$ cat src/rtl/line_engine_pkg.sv
// line_engine_pkg: shared state encoding and default geometry for the line engine
package line_engine_pkg;
  localparam int DEF_COORD_W   = 10;
  localparam int DEF_COLOR_W   = 24;
  localparam int DEF_FB_WIDTH  = 800;
  localparam int DEF_FB_HEIGHT = 600;
  typedef enum logic [1:0] {IDLE, SETUP, DRAW} state_e;
endpackage

$ cat src/rtl/line_engine_setup.sv
// line_engine_setup: combinational Bresenham setup (steep detect, endpoint swaps, dx/dy/ystep/err); inputs x0/y0/x1/y1, outputs start point, end x, deltas, y direction, initial err
module line_engine_setup #(
  parameter int COORD_W = 10
) (
  input  logic [COORD_W-1:0]        x0_i,
  input  logic [COORD_W-1:0]        y0_i,
  input  logic [COORD_W-1:0]        x1_i,
  input  logic [COORD_W-1:0]        y1_i,
  output logic                      steep_o,
  output logic [COORD_W-1:0]        cx_o,
  output logic [COORD_W-1:0]        cy_o,
  output logic [COORD_W-1:0]        xe_o,
  output logic [COORD_W-1:0]        dx_o,
  output logic [COORD_W-1:0]        dy_o,
  output logic                      yneg_o,
  output logic signed [COORD_W+1:0] err_o
);
  logic [COORD_W-1:0] adx, ady, ax0, ay0, ax1, ay1, by1;
  logic               swap;
  always_comb begin
    adx     = x1_i >= x0_i ? x1_i - x0_i : x0_i - x1_i;
    ady     = y1_i >= y0_i ? y1_i - y0_i : y0_i - y1_i;
    steep_o = ady > adx;
    ax0     = steep_o ? y0_i : x0_i;
    ay0     = steep_o ? x0_i : y0_i;
    ax1     = steep_o ? y1_i : x1_i;
    ay1     = steep_o ? x1_i : y1_i;
    swap    = ax0 > ax1;
    cx_o    = swap ? ax1 : ax0;
    cy_o    = swap ? ay1 : ay0;
    xe_o    = swap ? ax0 : ax1;
    by1     = swap ? ay0 : ay1;
    dx_o    = xe_o - cx_o;
    dy_o    = by1 >= cy_o ? by1 - cy_o : cy_o - by1;
    yneg_o  = !(cy_o < by1);
    err_o   = $signed({2'b00, dx_o >> 1});
  end
endmodule

$ cat src/rtl/line_engine.sv
// line_engine: CPU-programmed Bresenham line rasteriser; register/trigger command port in, clipped pixel stream (valid/ready) out
module line_engine
  import line_engine_pkg::*;
#(
  parameter int COORD_W   = DEF_COORD_W,
  parameter int COLOR_W   = DEF_COLOR_W,
  parameter int FB_WIDTH  = DEF_FB_WIDTH,
  parameter int FB_HEIGHT = DEF_FB_HEIGHT
) (
  input  logic               clk,
  input  logic               rst,
  output logic               line_ready,
  input  logic [31:0]        line_color,
  input  logic [COORD_W-1:0] line_point,
  input  logic               line_color_valid,
  input  logic               line_x0_valid,
  input  logic               line_y0_valid,
  input  logic               line_x1_valid,
  input  logic               line_y1_valid,
  input  logic               line_trigger,
  output logic               pix_valid,
  input  logic               pix_ready,
  output logic [COORD_W-1:0] pix_x,
  output logic [COORD_W-1:0] pix_y,
  output logic [COLOR_W-1:0] pix_color
);
  localparam int ERR_W = COORD_W + 2;
  state_e                    state_q;
  logic [COORD_W-1:0]        x0_q, y0_q, x1_q, y1_q, cx_q, cy_q, xe_q, dx_q, dy_q, cy_d;
  logic [COLOR_W-1:0]        color_q;
  logic                      steep_q, yneg_q, inb;
  logic signed [ERR_W-1:0]   err_q, err_d, err_dec;
  logic                      s_steep, s_yneg;
  logic [COORD_W-1:0]        s_cx, s_cy, s_xe, s_dx, s_dy;
  logic signed [ERR_W-1:0]   s_err;
  logic                      unused_color;
  assign unused_color = ^line_color[31:COLOR_W];
  line_engine_setup #(.COORD_W(COORD_W)) u_setup (
    .x0_i(x0_q), .y0_i(y0_q), .x1_i(x1_q), .y1_i(y1_q),
    .steep_o(s_steep), .cx_o(s_cx), .cy_o(s_cy), .xe_o(s_xe),
    .dx_o(s_dx), .dy_o(s_dy), .yneg_o(s_yneg), .err_o(s_err)
  );
  always_comb begin
    pix_x      = steep_q ? cy_q : cx_q;
    pix_y      = steep_q ? cx_q : cy_q;
    pix_color  = color_q;
    inb        = 32'(pix_x) < FB_WIDTH && 32'(pix_y) < FB_HEIGHT;
    pix_valid  = state_q == DRAW && inb;
    line_ready = state_q == IDLE;
    err_dec    = err_q - $signed({2'b00, dy_q});
    err_d      = err_dec[ERR_W-1] ? err_dec + $signed({2'b00, dx_q}) : err_dec;
    cy_d       = err_dec[ERR_W-1] ? (yneg_q ? cy_q - COORD_W'(1) : cy_q + COORD_W'(1)) : cy_q;
  end
  always_ff @(posedge clk) begin
    if (rst) begin
      state_q <= IDLE;
      {x0_q, y0_q, x1_q, y1_q, cx_q, cy_q, xe_q, dx_q, dy_q} <= '0;
      color_q <= '0;
      steep_q <= 1'b0;
      yneg_q  <= 1'b0;
      err_q   <= '0;
    end else begin
      case (state_q)
        IDLE: begin
          if (line_color_valid) color_q <= line_color[COLOR_W-1:0];
          if (line_x0_valid) x0_q <= line_point;
          if (line_y0_valid) y0_q <= line_point;
          if (line_x1_valid) x1_q <= line_point;
          if (line_y1_valid) y1_q <= line_point;
          if (line_trigger) state_q <= SETUP;
        end
        SETUP: begin
          steep_q <= s_steep;
          cx_q    <= s_cx;
          cy_q    <= s_cy;
          xe_q    <= s_xe;
          dx_q    <= s_dx;
          dy_q    <= s_dy;
          yneg_q  <= s_yneg;
          err_q   <= s_err;
          state_q <= DRAW;
        end
        DRAW: begin
          // clipped pixels advance without waiting for the sink
          if (!inb || pix_ready) begin
            if (cx_q == xe_q) state_q <= IDLE;
            else begin
              cx_q  <= cx_q + COORD_W'(1);
              cy_q  <= cy_d;
              err_q <= err_d;
            end
          end
        end
        default: state_q <= IDLE;
      endcase
    end
  end
endmodule

$ cat config.mk
export PLATFORM = sky130hd
export DESIGN_NAME = line_engine
export DESIGN_NICKNAME = d
export VERILOG_FILES = /design/src/rtl/line_engine_pkg.sv /design/src/rtl/line_engine_setup.sv /design/src/rtl/line_engine.sv
export SDC_FILE = /design/constraint.sdc
export NUM_CORES = 1
export LEC_CHECK = 0
export ABC_CLOCK_PERIOD_IN_PS = 13100
export CAP_MARGIN = 30
export CORE_ASPECT_RATIO = 0.6
export CORE_MARGIN = 2
export CORE_UTILIZATION = 60
export DETAILED_ROUTE_END_ITERATION = 10
export GPL_TIMING_DRIVEN = 0
export HOLD_SLACK_MARGIN = 0.15
export PLACE_DENSITY = 0.83
export SKIP_CTS_REPAIR_TIMING = 1
export SYNTH_ARGS = -nofsm -noshare
export SYNTH_HDL_FRONTEND = slang
export SYNTH_SLANG_ARGS = --single-unit
$ cat constraint.sdc
create_clock -name clk -period 13.1 [get_ports clk]
set_input_delay 1.965 -clock clk [delete_from_list [all_inputs] [get_ports clk]]
set_output_delay 1.965 -clock clk [all_outputs]
set_load 0.03 [all_outputs]
== After elaboration in Yosys (flattened, before gate mapping) ==
Index checks and enable logic that the tools add are counted.
Word-level totals
  bits in registers: 130
  input bits: 51
  output and inout bits: 46
  logic and storage cells: 86
Cells by class
  add/sub/neg operators: 12
  magnitude comparators: 8
  equality and inequality tests: 8
  mux-type cells: 29
  reduce and logical (&&, ||, !) cells: 15
Operators by type and width (count)
  two-way mux 10 bit: 19
  subtractor 10 bit: 7
  case mux 10 bit (2 select lines): 2
  two-way mux 12 bit: 3
  >= comparator 10 bit: 3
  case mux 12 bit (2 select lines): 1
  adder 10 x 1 -> 10 bit, second input constant: 2
  greater-than comparator 10 bit: 2
  less-than comparator 10 bit, second input constant: 2
  adder 12 x 11 -> 12 bit: 1
  subtractor 12 x 11 -> 12 bit: 1
  == test 10 bit: 1
  less-than comparator 10 bit: 1
  AND reduction 2 bit: 5
  subtractor 10 x 1 -> 10 bit, second input constant: 1
  two-way mux 2 bit: 3
  inequality test 2 x 1 -> 1 bit, second input constant: 3
  case mux 2 bit (3 select lines): 1
  AND reduction 3 bit: 2
  inequality test 2 bit, second input constant: 2
  AND reduction 4 bit: 1
  == test 2 x 1 -> 1 bit, second input constant: 1
  == test 2 bit, second input constant: 1
  logical AND 1 bit: 2
  other kinds (4): 5

== Longest topological paths before layout ==
Gate-level depths: netlist (run 1).
  depth after elaboration: 8
  mapped depth: 57

== Cells and area by module ==
From an unflattened synthesis (run 1), not the netlist that was laid out.
Unflattened totals
  cell total of the unflattened synthesis: 1567
  area, all modules: 11930.2 µm²
By module, submodules not included
  line_engine: instances 1, cells each 866, area each 7120.6 µm², sequential area each 2602.5 µm²
  line_engine_setup: instances 1, cells each 701, area each 4809.6 µm², sequential area each 0.0 µm²

== Least setup slack after synthesis (run 1) ==
Ideal clock, no wire load.
  path kind: register to register
  from: register x1_q[0]
  to: register dy_q[6]
  library setup time: 128 ps
  arrival: 9963 ps
  slack: 3010 ps
  stages on the path, launching flop included: 57
  buffers on the path: 10
  path through: dfxtp_1 -> inv_1 -> ha_1 -> inv_1 -> fa_1 -> a21o_1 -> a21o_1 -> a21o_1 -> a21oi_1 -> o31ai_1 -> a21o_1 -> a2111oi_0 -> nor3_1 -> clkbuf_1 -> a211oi_1 -> a21oi_1 -> xnor2_1 -> ha_1 -> (+21 left out) -> o211ai_1 -> and2_1 -> inv_1 -> ha_1 -> inv_1 -> fa_1 -> a21o_1 -> a21oi_1 -> a21o_1 -> a21boi_0 -> o21ai_0 -> nand2b_1 -> buf_1 -> mux2i_1 -> a31oi_1 -> xnor2_1 -> mux2i_1 -> nor2_1
Between the ends
  cells in the longest elaborated chain, start to end: 8
Ends and longest elaborated chain
  from (decl): line line_engine.sv:29  | logic [COORD_W-1:0] x0_q, y0_q, x1_q, y1_q, cx_q, cy_q, xe_q, dx_q, dy_q, cy_d;
  from (signal assigned): line line_engine.sv:68  | if (line_x1_valid) x1_q <= line_point;
  subtractor 10 bit or >= comparator 10 bit (tied branches): line line_engine_setup.sv:21  | adx = x1_i >= x0_i ? x1_i - x0_i : x0_i - x1_i;
  two-way mux 10 bit: line line_engine_setup.sv:21
  greater-than comparator 10 bit: line line_engine_setup.sv:23  | steep_o = ady > adx;
  two-way mux 10 bit (on tied branches): line line_engine_setup.sv:24, line_engine_setup.sv:26
  greater-than comparator 10 bit: line line_engine_setup.sv:28  | swap = ax0 > ax1;
  two-way mux 10 bit (on tied branches): line line_engine_setup.sv:30, line_engine_setup.sv:32
  subtractor 10 bit or >= comparator 10 bit (tied branches): line line_engine_setup.sv:34  | dy_o = by1 >= cy_o ? by1 - cy_o : cy_o - by1;
  two-way mux 10 bit *: line line_engine_setup.sv:34
  to (signal assigned): line line_engine.sv:78  | dy_q <= s_dy;
  to (decl): line line_engine.sv:29
Mark *: on every way between the ends. The rest lies on a longest branch, timed or not.
A chain may end at the register's enable or synchronous reset.

== Worst setup path after layout (run 1) ==
  from: register x0_q[1]
  to: register dy_q[7]
Between the ends
  cells in the longest elaborated chain, start to end: 8
Ends and longest elaborated chain
  from (decl): line line_engine.sv:29
  from (signal assigned): line line_engine.sv:66  | if (line_x0_valid) x0_q <= line_point;
  subtractor 10 bit or >= comparator 10 bit (tied branches): line line_engine_setup.sv:21
  two-way mux 10 bit: line line_engine_setup.sv:21
  greater-than comparator 10 bit: line line_engine_setup.sv:23
  two-way mux 10 bit (on tied branches): line line_engine_setup.sv:24, line_engine_setup.sv:26
  greater-than comparator 10 bit: line line_engine_setup.sv:28
  two-way mux 10 bit (on tied branches): line line_engine_setup.sv:30, line_engine_setup.sv:32
  subtractor 10 bit or >= comparator 10 bit (tied branches): line line_engine_setup.sv:34
  two-way mux 10 bit *: line line_engine_setup.sv:34
Marks and branches as above.

==> results of run 1 <==
registers in the layout, summed over array words and instances, names as in the netlist:
name and flops:
pix_color 24, dy_q 10, xe_q 10, y1_q 10
cy_q 10, steep_q 1, x1_q 10, yneg_q 1
y0_q 10, dx_q 10, err_q 12, x0_q 10
cx_q 10, state_q 2
logic make-up after synthesis:
kind of cell,share of synthesized area
flip-flops,0.225
AND/OR/NAND/NOR,0.185
AO/OA/AOI/OAI,0.251
multiplexers,0.0884
adder cells (fa/ha/maj),0.135
buffers and inverters,0.0679
XOR/XNOR,0.0471
path summary, 6_finish.rpt:
| check | cells past startpoint | slack (ns) | startpoint | endpoint |
|---|---|---|---|---|
| hold reg to reg | 2 | 0.45 | pix_color[5]$_SDFFE_PP0P_ | pix_color[5]$_SDFFE_PP0P_ |
| setup reg to reg | 54 | 0.48 | x0_q[1]$_SDFFE_PP0P_ | dy_q[7]$_SDFFE_PP0N_ |
| setup / recovery | 54 | 0.48 | x0_q[1]$_SDFFE_PP0P_ | dy_q[7]$_SDFFE_PP0N_ |
| hold / removal | 2 | 0.45 | pix_color[5]$_SDFFE_PP0P_ | pix_color[5]$_SDFFE_PP0P_ |
cell type report:
class	count	area share
tap	246	0.0231
multi-input combinational	1221	0.612
sequential	130	0.195
buffer	78	0.0242
timing repair buffer	90	0.0666
clock buffer	20	0.0342
clock inverter	11	0.00957
inverter	124	0.0349
routing by layer:
metal | vias up | global-route usage | share of wire
li1 | 5645 | - | -
met1 | 5707 | 0.583 | 0.43
met2 | 881 | 0.551 | 0.38
met5 | - | 0 | 0
met4 | 0 | 0.0971 | 0.021
met3 | 82 | 0.140 | 0.16
layout by cell type, fill, tap and decap left out, types with 12 or more instances in the layout:
| master | instances |
|---|---|
| sky130_fd_sc_hd__nor3_1 | 19 |
| sky130_fd_sc_hd__nor2_1 | 118 |
| sky130_fd_sc_hd__o21bai_1 | 21 |
| sky130_fd_sc_hd__a21o_1 | 34 |
| sky130_fd_sc_hd__and2_1 | 19 |
| sky130_fd_sc_hd__xor2_1 | 17 |
| sky130_fd_sc_hd__clkbuf_1 | 57 |
| sky130_fd_sc_hd__clkdlybuf4s50_1 | 87 |
| sky130_fd_sc_hd__nand2_1 | 236 |
| sky130_fd_sc_hd__a21oi_1 | 189 |
| sky130_fd_sc_hd__xnor2_1 | 45 |
| sky130_fd_sc_hd__mux2_2 | 31 |
| sky130_fd_sc_hd__o21ai_0 | 65 |
| sky130_fd_sc_hd__nand3_1 | 19 |
| sky130_fd_sc_hd__dfxtp_1 | 130 |
| sky130_fd_sc_hd__mux2i_1 | 67 |
| sky130_fd_sc_hd__inv_1 | 124 |
| sky130_fd_sc_hd__a211oi_1 | 30 |
| sky130_fd_sc_hd__nand2b_1 | 12 |
| sky130_fd_sc_hd__o211ai_1 | 30 |
| sky130_fd_sc_hd__ha_1 | 110 |
| sky130_fd_sc_hd__clkbuf_16 | 17 |
worst reg2reg max path: cells and delay by family (launching register included):
family | cells | cell delay (ns)
AO/OA/AOI/OAI | 23 | 5.31
adder cells (fa/ha/maj) | 5 | 1.54
multiplexers | 2 | 0.41
AND/OR/NAND/NOR | 10 | 1.64
flip-flops | 1 | 0.52
buffers and inverters | 12 | 2.77
XOR/XNOR | 2 | 0.24
through the flow:
stage	util	worst slack [ns]	area [um2]	hold slack, ns
2_1_floorplan	-	3.01	11500	0.424
3_3_place_gp	0.672	0.443	12700	0.440
3_5_place_dp	0.672	0.505	12700	0.448
4_1_cts	0.703	0.460	13300	0.454
5_1_grt	0.704	0.0340	13300	0.468
6_report	0.704	0.480	13300	0.452
==> reports/qor.log, run 1 <==
qor: run_status.outcome complete, no violations
qor: die.num_rows 39
qor: route.number_of_remaining_drc_errors 0
qor: yosys.synth.top_cells.by_count sky130_fd_sc_hd__nand2_1, sky130_fd_sc_hd__a21oi_1, sky130_fd_sc_hd__dfxtp_1
qor: yosys.syn-num-nets 1723
qor: place.dp.cells 1888
qor: timing.setup_tns 0 ns
qor: timing.number_of_setup_violations_in_the_final_report 0
qor: yosys.synth.avg_cell_area 7.43 um2
qor: clocking.clock_tree.root_cell sky130_fd_sc_hd__clkbuf_16
qor: grt.global_route_wire_length_before_repair 63000 um
qor: cells_and_area.final_cell_count_no_fill 1920
qor: route.dr.first_iter.drc_count 1668
qor: die.io_pins 97
qor: critical_path.crit_required 13.39 ns
qor: cells_and_area.nets 1832
qor: yosys.yosysUniqueCellTypes 78
qor: cells_and_area.num_antenna_cells 0
qor: timing.final_max_slew_viol_count 0
qor: critical_path.cp_slowest_stage_delay 0.85 ns
qor: timing.finalHoldViolations 0
qor: die.core_area 18900 um2
qor: grt.grt_pass1_vias 11400
qor: timing.fin_worst_skew 0.00771 ns
qor: die.die_height 111 um
qor: place.gpl.final_weighted_congestion 1.05
qor: place.io_buffer_count 87
qor: clocking.clock_tree_from_tritoncts yes
qor: critical_path.worst_path_dominant_cell_family compound AO/OA/AOI/OAI gates
qor: timing.max_slew.worst_pin.slew 1.02 ns
qor: clocking.cts_made_buffers 17
qor: critical_path.timing.critical_path.from_type flip-flop
qor: route.routed_wire_length_per_instance 21.2 um
qor: critical_path.crit_path_frequent_cell sky130_fd_sc_hd__a21o_1
qor: job.timing.max_cap.violations 0
qor: timing.max-slew-margin-rel 0.314
qor: yosys.synth_largest_type_area_fraction 0.225
qor: route.route.final.wire_length 40800 um
qor: cells_and_area.layout-area-overhead-vs-synth 15.6%
qor: route.via_count 12300
qor: yosys.synth_enable_flop_cells 0
qor: route.vias_per_cell 6.41
qor: grt.grt_antenna_before_repair 0
qor: route.ant_nets 0
qor: critical_path.critical_path_end_type flip-flop
qor: clocking.clock_sink_count 130
qor: grt.grt_max_degree 17
qor: yosys.synth_async_sr_flop_share 0
qor: critical_path.critical_path_buf_inv_count 12
qor: die.die-area 20400 um2
qor: timing.fmax 79.2 MHz
qor: grt.global_route.overflow_total 0
qor: yosys.synth_largest_area_cell sky130_fd_sc_hd__dfxtp_1
qor: min_path.worst_hold_path_type flip-flop to flip-flop
qor: cells_and_area.fillCellCount 1571
qor: cells_and_area.final-seq-area 2600 um2
qor: cells_and_area.area_of_the_multi_input_gates 8170 um2
qor: yosys.post_synth_main_area_contributors sky130_fd_sc_hd__dfxtp_1, sky130_fd_sc_hd__ha_1, sky130_fd_sc_hd__a21oi_1
qor: critical_path.worstPathArrival 12.91 ns
qor: critical_path.crit_type flip-flop to flip-flop
qor: timing.rsz_0062_raised_after_global_routing false
qor: yosys.syn_area 11500 um2
qor: clocking.ctsLongestPathBuffers 2
qor: place.dpl.hpwl 32000 um
qor: route.drt_pass1_iterations 8
qor: clocking.clock_insertion_delay_worst_skew 0.43 ns
qor: die.initial_core_util 0.610
qor: clocking.clkTransAtPathRegs 0.06 ns
qor: critical_path.worstPathMaxFanout 10
qor: yosys.number_of_synthesized_register_bits 130
qor: critical_path.slowest_cp_cell sky130_fd_sc_hd__o21ai_0
qor: yosys.yosysMostFrequentCell sky130_fd_sc_hd__nand2_1
qor: die.dieWidth 183 um
qor: yosys.dominantRegCellSynth sky130_fd_sc_hd__dfxtp_1
qor: timing.finalCriticalPeriod 12.62 ns
qor: yosys.yosysWarningCount 0
qor: clocking.htreeDepth 4
qor: timing.finalCritPeriodShare 0.963
qor: yosys.seq_area_frac_synth 0.225
qor: yosys.synthCells 1553
qor: grt.grt.total_usage 0.398
qor: cells_and_area.drive_gt1_frac 0.0609
Power of run 1 is not shown: default switching activity piles up to over one toggle a cycle in this logic, so the estimate is an artifact.
==> run 2: changes to the inputs <==
--- a/config.mk
+++ b/config.mk
@@ -11,9 +11,10 @@
 export CORE_MARGIN = 2
 export CORE_UTILIZATION = 60
 export DETAILED_ROUTE_END_ITERATION = 10
+export DONT_BUFFER_PORTS = 1
 export GPL_TIMING_DRIVEN = 0
 export HOLD_SLACK_MARGIN = 0.15
-export PLACE_DENSITY = 0.83
+export PLACE_DENSITY = 0.77
 export SKIP_CTS_REPAIR_TIMING = 1
 export SYNTH_ARGS = -nofsm -noshare
 export SYNTH_HDL_FRONTEND = slang
==> run 2 against run 1 <==
Against the previous run: count of clock-buffer cells in the layout is 3 lower; critical path depth is 2 lower; routed wire length is 1.6% lower; global-route usage is 0.82 points lower; register-to-register slack better by 0.18 ns; maximum frequency is 1.5% higher; worst hold slack better by 0.015 ns; clock skew is 0.014 ns higher; final cell count is 4.4% lower; sequential share of layout area is 1.3 points higher; flip-flop and latch count stayed put; largest cell class unchanged.
==> reports/qor.log, run 2 (synthesized netlist as in run 1, its figures left out) <==
qor: die.num_rows 39 [unchanged]
qor: route.dr.first_iter.drc_count 1409 [-16%]
qor: route.via_count 11700 [-4.8%]
qor: place.gpl.final_weighted_congestion 1.01 [-3.5%]
qor: grt.grt_pass1_vias 10500 [-7.7%]
qor: clocking.clkTransAtPathRegs 0.07 ns [about the same]
qor: cells_and_area.largest_reg_flops 24 [unchanged]
qor: timing.final_max_slew_viol_count 0 [unchanged]
qor: place.io_buffer_count 0 [-100%]
qor: grt.grt_antenna_before_repair 0 [unchanged]
qor: route.ant_nets 0 [unchanged]
qor: timing.rsz_0062_raised_after_global_routing false
qor: cells_and_area.design_area 12500 um2 [-6.3%]
qor: cells_and_area.commonest_cells_after_routing_fill_and_taps_aside sky130_fd_sc_hd__nand2_1, sky130_fd_sc_hd__a21oi_1, sky130_fd_sc_hd__dfxtp_1, sky130_fd_sc_hd__inv_1, sky130_fd_sc_hd__nor2_1
qor: critical_path.worstPathMaxFanout 10 [unchanged]
qor: cells_and_area.drive_gt1_frac 0.0667 [+0.00578]
qor: clocking.cts_made_buffers 17 [unchanged]
qor: die.die-area 20400 um2 [unchanged]
qor: die.dieWidth 183 um [unchanged]
qor: critical_path.timing.critical_path.from_type flip-flop
qor: route.number_of_remaining_drc_errors 0 [unchanged]
qor: place.dp.cells 1802 [-4.6%]
qor: die.core_area 18900 um2 [unchanged]
qor: die.initial_core_util 0.610 [unchanged]
qor: timing.fin_worst_skew 0.0215 ns [+0.0138 ns]
qor: place.dpl.hpwl 32000 um [unchanged]
qor: min_path.worst_hold_path_type flip-flop to flip-flop
qor: min_path.min_path_cells 2 [unchanged]
qor: timing.number_of_setup_violations_in_the_final_report 0 [unchanged]
qor: clocking.htreeDepth 4 [unchanged]
qor: timing.max-slew-margin-rel 0.208 [-0.106]
qor: grt.grt_max_degree 17 [unchanged]
qor: timing.worst_slack 0.661 ns [+0.181 ns]
qor: route.routed_wire_length_per_instance 21.9 um [+2.9%]
qor: cells_and_area.final-seq-area 2600 um2 [unchanged]
qor: clocking.clock_tree.root_cell sky130_fd_sc_hd__clkbuf_16
qor: clocking.clock_insertion_delay_worst_skew 0.44 ns [about the same]
qor: cells_and_area.most_common_cell_after_layout_fill_and_taps_aside sky130_fd_sc_hd__nand2_1
qor: cells_and_area.area_of_the_multi_input_gates 8170 um2 [about the same]
qor: die.die_height 111 um [unchanged]
qor: timing.finalHoldViolations 0 [unchanged]
qor: critical_path.crit_required 13.38 ns [about the same]
qor: critical_path.crit_type flip-flop to flip-flop
qor: critical_path.worstPathArrival 12.72 ns [-0.19 ns]
qor: critical_path.slowest_cp_cell sky130_fd_sc_hd__o21ai_0
qor: place.dpl_cell_area 11900 um2 [-6.8%]
qor: critical_path.cp_slowest_stage_delay 0.96 ns [+0.11 ns]
qor: cells_and_area.nets 1746 [-4.7%]
qor: cells_and_area.layout-area-overhead-vs-synth 8.28%
qor: cells_and_area.num_antenna_cells 0 [unchanged]
qor: route.vias_per_cell 6.39 [-0.35%]
qor: critical_path.critical_path_end_type flip-flop
qor: clocking.clock_sink_count 130 [unchanged]
qor: cells_and_area.final_cell_count_no_fill 1835 [-4.4%]
qor: timing.finalCriticalPeriod 12.44 ns [-0.181 ns]
qor: clocking.ctsLongestPathBuffers 2 [unchanged]
qor: timing.setup_tns 0 ns [unchanged]
qor: grt.global_route_wire_length_before_repair 60400 um [-4.1%]
qor: grt.grt.total_usage 0.390 [-0.00820]
qor: timing.fmax 80.4 MHz [+1.5%]
qor: critical_path.worstRegToRegCells 52 [-3.7%]
qor: timing.finalCritPeriodShare 0.950 [-0.0138]
qor: cells_and_area.fillCellCount 1687 [+7.4%]
qor: die.io_pins 97 [unchanged]
qor: route.route.final.wire_length 40100 um [-1.6%]
qor: critical_path.reg2reg_setup_slack 0.66 ns [+0.18 ns]
qor: grt.global_route.overflow_total 0 [unchanged]
qor: job.timing.max_cap.violations 0 [unchanged]
qor: run_status.outcome complete, no violations
qor: route.drt_pass1_iterations 6 [-2]
qor: timing.max_slew.worst_pin.slew 1.18 ns [+0.157 ns]
qor: place.detailedPlace.worstSlack 0.570 ns [+0.0654 ns]
qor: critical_path.crit_path_frequent_cell sky130_fd_sc_hd__a21o_1
qor: clocking.clock_tree_from_tritoncts yes
-- run 2: changes by cell type in the layout (fill, tap and decap cells not counted), sizes merged --
cell           before  now
inv               128  135
clkinvlp            3    1
clkbuf             81   79
clkdlybuf4s50      87    0
clkinv              2    1
-- run 2: path summary, 6_finish.rpt --
| check | from | endpoint |
|---|---|---|
| max | x0_q[1]$_SDFFE_PP0P_ | dy_q[7]$_SDFFE_PP0N_ |
| min | err_q[3]$_SDFFE_PP0P_ | err_q[3]$_SDFFE_PP0P_ |
| max reg2reg | x0_q[1]$_SDFFE_PP0P_ | dy_q[7]$_SDFFE_PP0N_ |
| min reg2reg | err_q[3]$_SDFFE_PP0P_ | err_q[3]$_SDFFE_PP0P_ |
-- run 2: cell type report --
cell class,count,area share
multi-input cells,1221,0.653
flip-flops and latches,130,0.208
inverters,124,0.0372
clock buffers,17,0.0340
plain buffers,78,0.0259
well taps,246,0.0246
clock inverters,15,0.0145
repair buffers,4,0.00200
-- run 2: per-layer routing --
layer	wire length, um	part of all wire	vias up	global-route usage
met1	18700	0.47	5516	0.586
met2	14200	0.35	694	0.486
li1	-	-	5462	-
met3	6410	0.16	57	0.178
met4	848	0.021	0	0.102
met5	0	0	-	0
-- run 2: worst max-delay path: cells and delay by family, from the launching register on --
family,cells,cell delay [ns]
flops,1,0.59
simple gates,7,1.08
xor+xnor,2,0.24
compound gates,23,5.40
mux,4,0.74
fa+ha+maj,5,1.78
buf+inv,11,2.40
-- run 2: metrics by stage --
stage / hold WS, ns / util
2_1_floorplan: 0.424 / -
3_3_place_gp: 0.437 / 0.626
3_5_place_dp: 0.454 / 0.627
4_1_cts: 0.465 / 0.659
5_1_grt: 0.493 / 0.660
6_report: 0.468 / 0.660
Power of run 2 is left out for the same reason.
